$ cat src/rtl/reg_file_scoreboarded.sv
`default_nettype none
// ============================================================================
// Module      : reg_file_scoreboarded
// Description : Multi-port register file with a busy-bit scoreboard.
//               It has an optional write-to-read bypass and an optional
//               hardwired-zero register 0.
// Revision    : 1.0 - initial release
// ============================================================================
module reg_file_scoreboarded #(
    parameter int DATA_WIDTH  = 32,
    parameter int NUM_REGS    = 32,
    parameter int READ_PORTS  = 2,
    parameter int WRITE_PORTS = 1,
    parameter int ZERO_REG    = 1,
    parameter int BYPASS      = 1,
    parameter int AW          = $clog2(NUM_REGS)   // derived, leave at default
) (
    input  logic                              clk,
    input  logic                              rst,
    input  logic [READ_PORTS*AW-1:0]          readAddr,
    output logic [READ_PORTS*DATA_WIDTH-1:0]  readValue,
    output logic [READ_PORTS-1:0]             readReady,
    input  logic                              reserveEnable,
    input  logic [AW-1:0]                     reserveAddr,
    input  logic [WRITE_PORTS-1:0]            writeEnable,
    input  logic [WRITE_PORTS*AW-1:0]         writeAddr,
    input  logic [WRITE_PORTS*DATA_WIDTH-1:0] writeValue,
    output logic [NUM_REGS-1:0]               busyMask
);

    localparam logic          c_ZERO_EN   = (ZERO_REG != 0);
    localparam logic          c_BYPASS_EN = (BYPASS != 0);
    localparam logic [AW-1:0] c_REG0      = '0;

    logic [DATA_WIDTH-1:0]  r_body [NUM_REGS];
    logic [NUM_REGS-1:0]    r_busy;
    logic [NUM_REGS-1:0]    w_busy_next;
    logic [WRITE_PORTS-1:0] w_wr_valid;
    logic                   w_res_valid;

    assign busyMask = r_busy;

    // Qualify strobes: with a hardwired r0, anything aimed at r0 is dropped
    always_comb begin
        w_wr_valid  = '0;
        for (int w = 0; w < WRITE_PORTS; w++) begin
            w_wr_valid[w] = writeEnable[w] &&
                            !(c_ZERO_EN && (writeAddr[w*AW +: AW] == c_REG0));
        end
        w_res_valid = reserveEnable && !(c_ZERO_EN && (reserveAddr == c_REG0));
    end

    // Register storage; later (higher-index) ports override earlier ones
    always_ff @(posedge clk or posedge rst) begin
        if (rst) begin
            for (int i = 0; i < NUM_REGS; i++) begin
                r_body[i] <= '0;
            end
        end else begin
            for (int w = 0; w < WRITE_PORTS; w++) begin
                if (w_wr_valid[w]) begin
                    r_body[writeAddr[w*AW +: AW]] <= writeValue[w*DATA_WIDTH +: DATA_WIDTH];
                end
            end
        end
    end

    // Next busy bits: writeback clears, a reservation sets and takes priority
    always_comb begin
        w_busy_next = r_busy;
        for (int w = 0; w < WRITE_PORTS; w++) begin
            if (w_wr_valid[w]) begin
                w_busy_next[writeAddr[w*AW +: AW]] = 1'b0;
            end
        end
        if (w_res_valid) begin
            w_busy_next[reserveAddr] = 1'b1;
        end
        if (c_ZERO_EN) begin
            w_busy_next[0] = 1'b0;
        end
    end

    // Scoreboard register
    always_ff @(posedge clk or posedge rst) begin
        if (rst) begin
            r_busy <= '0;
        end else begin
            r_busy <= w_busy_next;
        end
    end

    generate
        for (genvar r = 0; r < READ_PORTS; r++) begin : g_read
            logic [AW-1:0]         w_addr;
            logic                  w_hit;
            logic [DATA_WIDTH-1:0] w_fwd;
            logic [DATA_WIDTH-1:0] w_val;
            logic                  w_rdy;

            assign w_addr = readAddr[r*AW +: AW];

            // Forwarding search: the highest-index matching write port wins
            always_comb begin
                w_hit = 1'b0;
                w_fwd = '0;
                for (int w = 0; w < WRITE_PORTS; w++) begin
                    if (c_BYPASS_EN && w_wr_valid[w] && (writeAddr[w*AW +: AW] == w_addr)) begin
                        w_hit = 1'b1;
                        w_fwd = writeValue[w*DATA_WIDTH +: DATA_WIDTH];
                    end
                end
            end

            // Read mux: reset and r0 force zero/ready, then bypass, then storage
            always_comb begin
                w_val = r_body[w_addr];
                w_rdy = !r_busy[w_addr];
                if (rst || (c_ZERO_EN && (w_addr == c_REG0))) begin
                    w_val = '0;
                    w_rdy = 1'b1;
                end else if (w_hit) begin
                    w_val = w_fwd;
                    w_rdy = 1'b1;
                end
            end

            assign readValue[r*DATA_WIDTH +: DATA_WIDTH] = w_val;
            assign readReady[r]                          = w_rdy;
        end
    endgenerate

endmodule
`default_nettype wire
$ cat config.mk
export PLATFORM = sky130hd
export DESIGN_NAME = reg_file_scoreboarded
export DESIGN_NICKNAME = d
export VERILOG_FILES = /design/src/rtl/reg_file_scoreboarded.sv
export SDC_FILE = /design/constraint.sdc
export NUM_CORES = 2
export LEC_CHECK = 0
export ABC_CLOCK_PERIOD_IN_PS = 45300
export BUFFER_PORTS_ARGS = -buffer_cell sky130_fd_sc_hd__buf_2
export CAP_MARGIN = 30
export CORE_AREA = 2 2 320 322
export CTS_CLUSTER_DIAMETER = 150
export DETAILED_ROUTE_END_ITERATION = 8
export DIE_AREA = 0 0 322 324
export GPL_ROUTABILITY_DRIVEN = 0
export PLACE_DENSITY = 0.73
export REMOVE_ABC_BUFFERS = 1
export SYNTH_ARGS = -nofsm -noshare
export SYNTH_HDL_FRONTEND = slang
export SYNTH_SLANG_ARGS = --single-unit
$ cat constraint.sdc
create_clock -name clk -period 45.3 [get_ports clk]
set_clock_uncertainty 0.1 [all_clocks]
set_input_delay 2.265 -clock clk [delete_from_list [all_inputs] [get_ports clk]]
set_output_delay 2.265 -clock clk [all_outputs]
set_load 0.01 [all_outputs]
Yosys cells after proc, flatten, opt, wreduce, memory -nomap -nowiden
Index checks and enable logic that the tools add are counted.
{"block": "totals", "reg_bits": 1055, "inputBits": 56, "out_inout_bits": 98, "word_cells": 99}
{"block": "op_classes", "order_cmp": 10, "eq_ne": 2, "muxes": 31, "n_bitwise": 6, "n_reduce_logical": 17}
{"cell": "bitwise mux 1024 bit", "count": 1}
{"cell": "two-way mux 32 bit", "count": 13}
{"cell": "binary-select mux 32 bit (select 5 bit)", "count": 2}
{"cell": "demux 32 bit (select 5 bit)", "count": 1}
{"cell": "bitwise AND 32 bit", "count": 1}
{"cell": "inverter 32 bit", "count": 1}
{"cell": "bitwise OR 32 bit", "count": 1}
{"cell": "< comparator 5 x 6 -> 1 bit (second input constant)", "count": 4}
{"cell": "zero test 5 bit", "count": 4}
{"cell": "greater-or-equal comparator 6 bit (second input constant)", "count": 3}
{"cell": "inverter 5 -> 6 bit", "count": 3}
{"cell": "binary-select mux 1 bit (select 5 bit)", "count": 2}
{"cell": "demux 1 bit (select 5 bit)", "count": 2}
{"cell": "equality test 5 bit", "count": 2}
{"cell": "greater-or-equal comparator 5 x 1 -> 1 bit (second input constant)", "count": 2}
{"cell": "two-way mux 1 bit", "count": 10}
{"cell": "logical AND 1 bit", "count": 7}
{"cell": "< comparator 6 x 1 -> 1 bit (second input constant)", "count": 1}
{"cell": "zero test 1 bit", "count": 4}
{"cell": "logical OR 1 bit", "count": 2}

Depth between registers and ports, before layout
{"block": "logic_depth", "ltp_word": 9, "ltp_mapped": 10, "mapped_depth_nobuf": 5}

Worst setup path after synthesis
No wires, ideal clock.
{"block": "synth_path", "path_type": "in2out", "start": "in readAddr[5]", "end": "out readReady[1]", "arrival_ns": 4.070, "required_ns": 42.935, "slack_ns": 38.865, "stages": 7, "n_path_buf": 3, "path_cell_list": "buf_6 > buf_2 > mux4_2 > mux4_2 > mux2_2 > nand2_1 > buf_4"}
{"block": "synth_between", "elab_chain_cells": 5, "elab_cells_between_ends": 10, "classes_between": "1 x eq/ne; 5 x mux; 4 x reduce/logical"}
{"item": "start, declared", "line_no": "20", "rtl": "input logic [READ_PORTS*AW-1:0] readAddr,"}
{"item": "binary-select mux 1 bit (select 5 bit) or equality test 5 bit (tied branches)", "line_no": "118, 108"}
{"item": "two-way mux 1 bit (implied by the code) or logical AND 1 bit (tied branches)", "line_no": "118, 108"}
{"item": "zero test 1 bit or two-way mux 1 bit (tied branches)", "line_no": "118, 108"}
{"item": "two-way mux 1 bit", "line_no": "122", "rtl": "end else if (w_hit) begin"}
{"item": "two-way mux 1 bit *", "line_no": "119", "rtl": "if (rst || (c_ZERO_EN && (w_addr == c_REG0))) begin"}
{"item": "end, declared", "line_no": "22", "rtl": "output logic [READ_PORTS-1:0] readReady,"}
Mark *: on every way between the ends. The rest lies on a longest branch, timed or not. The select of a mux whose other input is x is not followed.

Worst setup path after layout
{"block": "layout_path", "start": "in readAddr[6]", "end": "out readValue[37]"}
{"block": "layout_between", "elab_chain_cells": 6, "elab_cells_between_ends": 12, "classes_between": "1 x eq/ne; 7 x mux; 1 x bitwise; 3 x reduce/logical"}
{"item": "inverter 5 -> 6 bit (implied by the code)", "line_no": "117", "rtl": "w_val = r_body[w_addr];"}
{"item": "binary-select mux 32 bit (select 5 bit)", "line_no": "117"}
{"item": "two-way mux 32 bit (implied by the code) (2 in a row)", "line_no": "117"}
{"item": "two-way mux 32 bit", "line_no": "122"}
{"item": "two-way mux 32 bit *", "line_no": "119"}
{"item": "end, declared", "line_no": "21", "rtl": "output logic [READ_PORTS*DATA_WIDTH-1:0] readValue,"}
Marked as above.

==> run_results.csv <==
group,metric,value,unit
floorplanning,pin_count,154,
place,dp.cells,5084,
detailed_routing,dr.pass1.iters,6,
yosys,yosysSeqAreaShare,46.3,%
timing,fin_crit,8580,ps
floorplanning,start_util,56.4,%
yosys,syn-cell-area,57000,um^2
layout,antenna_cells,0,
clock_network,clock-sinks,1055,
detailed_routing,wl,175000,um
floorplanning,rows,117,
yosys,synth_warnings,0,
layout,nets,3954,
timing,final_hold_viol_count,0,
global_route,grt_use_total,33.8,%
power,intPower,2.00,mW
layout,drive_gt1_share,48.2,%
critical_path,crit_slowest_cell,"buf_4",
detailed_routing,vias,38200,
critical_path,end_kind,"primary output",
place,dp_hpwl,96700,um
critical_path,worst-path-max-fanout,46,
critical_path,cp.required,42940,ps
place,port_buffers,152,
timing,drv_slew,0,
power,cellLeakagePower,27.3,nW
layout,syn_to_final_growth,9.15,%
clock_network,htreeDepth,3,
timing,setup_violations,0,
power,p_seq_share,45.7,%
clock_network,clk_latency,700,ps
timing,worst_pin_slew,1100,ps
global_route,grt_pass1_wl,259000,um
layout,final_common_cell,"dfrtp_1",
timing,slew-limit-headroom,26.6,%
power,pwr-share-clk,34.2,%
clock_network,clockBufferDepth,3,
critical_path,cpMostUsedCell,"buf_4",
hold_path,hold_path.class,"reg -> reg",
clock_network,cts_made_buffers,113,
detailed_routing,via_per_inst,7.21,
yosys,synth_edf_count,0,
detailed_routing,wl_per_cell,33.0,um
yosys,syn_area_per_cell,14.3,um^2
detailed_routing,drc,0,
yosys,ys_types,57,
critical_path,crit_type,"in -> out",
floorplanning,die_area,104000,um^2
power,power_switching,0.761,mW
yosys,synth_cells,3993,
critical_path,arrival,6220,ps
floorplanning,core,101000,um^2
clock_network,cts-root-buf,"clkbuf_16",
clock_network,cts_resized,0,
power,vdd_drop_max,0.0303,mV
timing,min_period_over_period,18.9,%
layout,layout.cells.non_filler,5300,
critical_path,crit_chain,"buf_8 > buf_4 > buf_4 > buf_4 > mux4_2 > mux2_2 > a221o_1 > a32o_1 > buf_2",
floorplanning,die_h,324,um
layout,final_cell_mix,"1055 x dfrtp_1, 1043 x mux2_2, 408 x mux4_2",
critical_path,cpPeakStageDelay,730,ps
clock_network,path_clk_slew,60,ps
flow_run,maxCapViolCount,0,
global_route,grt_max_degree,171,
critical_path,crit_buf_inv,5,
timing,tns,0,ps
run_status,run_status,"complete, no violations",
yosys,dominantRegCellSynth,"dfrtp_1",
floorplanning,die_w,322,um
critical_path,critPathTopFamily,"buffers and inverters",
global_route,grt_antenna_before_repair,4,
timing,max_freq,117,MHz
power,p_comb_share,20.1,%
clock_network,cts_tree,"built",
global_route,grt_pass1_vias,38500,
global_route,overflow,0,
power,switching_share,27.5,%
yosys,ys_ff_latch,1055,
timing,rsz0062_at_grt,"false",
power,powerDensity,44.4,nW/um^2
clock_network,post_cts_buffers,0,
clock_network,hold_buffers,0,
detailed_routing,ant_nets,0,
layout,fill_cells,7523,
detailed_routing,drtIter0Drc,4629,
critical_path,cp-start-kind,"input port",
yosys,async_flop_share,100,%
layer usage:
metal / track usage, % / vias to the layer above / part of all wire, %
li1: - / 15200 / -
met1: 47.0 / 20400 / 40
met2: 51.6 / 2127 / 45
met3: 8.68 / 469 / 11
met4: 12.9 / 4 / 4.2
met5: 0 / - / 0.015
Yosys cell counts, drive strengths merged (3+ instances only):
| cell | count | share of area, % |
|---|---|---|
| and2 | 6 | 0.066 |
| a22oi | 71 | 0.94 |
| a21o | 6 | 0.079 |
| nand3 | 35 | 0.31 |
| nand3b | 4 | 0.053 |
| nor2b | 35 | 0.39 |
| a22o | 30 | 0.46 |
| mux2i | 271 | 4.8 |
| xor2 | 4 | 0.061 |
| a221o | 13 | 0.23 |
| dfrtp | 1055 | 46 |
| mux2 | 1043 | 21 |
| a32o | 33 | 0.58 |
| or3 | 3 | 0.033 |
| o21ai | 82 | 0.72 |
| nor2 | 46 | 0.31 |
| a31oi | 13 | 0.14 |
| nand2b | 9 | 0.099 |
| o221ai | 6 | 0.092 |
| nand2 | 90 | 0.59 |
| nand4 | 10 | 0.11 |
| mux4 | 413 | 16 |
| a21oi | 72 | 0.63 |
| buf | 239 | 2.3 |
| clkbuf | 213 | 1.4 |
| inv | 14 | 0.092 |
| a41oi | 10 | 0.15 |
| a221oi | 18 | 0.29 |
| a211oi | 26 | 0.34 |
| o32ai | 3 | 0.046 |
| o41ai | 13 | 0.20 |
| or2 | 3 | 0.033 |
| xnor2 | 6 | 0.092 |
| o22ai | 66 | 0.72 |
| nor3b | 3 | 0.040 |
| nor3 | 15 | 0.13 |
worst paths after layout:
path                                         startpoint                      end  slack [ps]  cells past startpoint
worst max-delay path                        readAddr[6]            readValue[37]       36720                      9
max in group asynchronous                           rst  r_body[686]$_DFFE_PP0P_       40390                      6
worst min-delay path            r_body[998]$_DFFE_PP0P_  r_body[998]$_DFFE_PP0P_         300                      0
worst min register to register  r_body[998]$_DFFE_PP0P_  r_body[998]$_DFFE_PP0P_         300                      0
worst max register to register   busyMask[27]$_DFF_PP0_   busyMask[27]$_DFF_PP0_       44290                      2
min in group asynchronous                           rst  r_body[612]$_DFFE_PP0P_        1700                      3
kinds of logic (layout without fill, tap and decap cells):
logic type | Yosys count | count (layout) | synth area share (%)
muxes | 1727 | 1727 | 41.7
DFF | 1055 | 1055 | 46.3
AOI/OAI and AO/OA | 467 | 467 | 5.71
buffers and inverters | 467 | 465 | 3.83
and+or+nand+nor | 266 | 266 | 2.26
xor gates and xnor gates | 10 | 10 | 0.154
other | 1 | 1 | 0.00658
power groups by stage:
stage / logic (mW) / clock network (mW) / registers, mW
3_5_place_dp: 0.552 / 0 / 1.27
2_1_floorplan: 0.404 / 0 / 1.23
5_1_grt: 0.596 / 0.993 / 1.28
6_report: 0.557 / 0.945 / 1.26
4_1_cts: 0.554 / 0.953 / 1.26
3_3_place_gp: 0.536 / 0 / 1.26
worst register-to-register path, cell delays in order, from the launching register on:
cell,delay (ps)
dfrtp_1,440
o21ai_0,140
o21ai_0,190
metrics by stage:
stage | worst slack, ps | hold slack, ps | power [mW] | instance area [um^2] | util [%]
6_report | 36720 | 295 | 2.76 | 62200 | 61.6
5_1_grt | 36660 | 308 | 2.87 | 62200 | 61.6
4_1_cts | 36770 | 297 | 2.76 | 62100 | 61.4
3_5_place_dp | 36760 | 283 | 1.82 | 58300 | 57.7
3_3_place_gp | 36810 | 277 | 1.80 | 58200 | 57.6
2_1_floorplan | 13240 | 265 | 1.64 | 54900 | -
registers in the layout (all words and copies together) (netlist names):
signal and count:
busyMask 31, r_body 1024
final cells by class:
type | count | area (um^2) | share of cell area, %
Inverter | 15 | 63.8 | 0.103
Sequential cell | 1055 | 26400 | 42.4
Clock buffer | 169 | 3350 | 5.38
Clock inverter | 39 | 420 | 0.676
Multi-Input combinational cell | 2471 | 28700 | 46.1
Timing Repair Buffer | 242 | 1660 | 2.67
Tap cell | 1309 | 1640 | 2.63
Power figures use the tool's default switching activity.
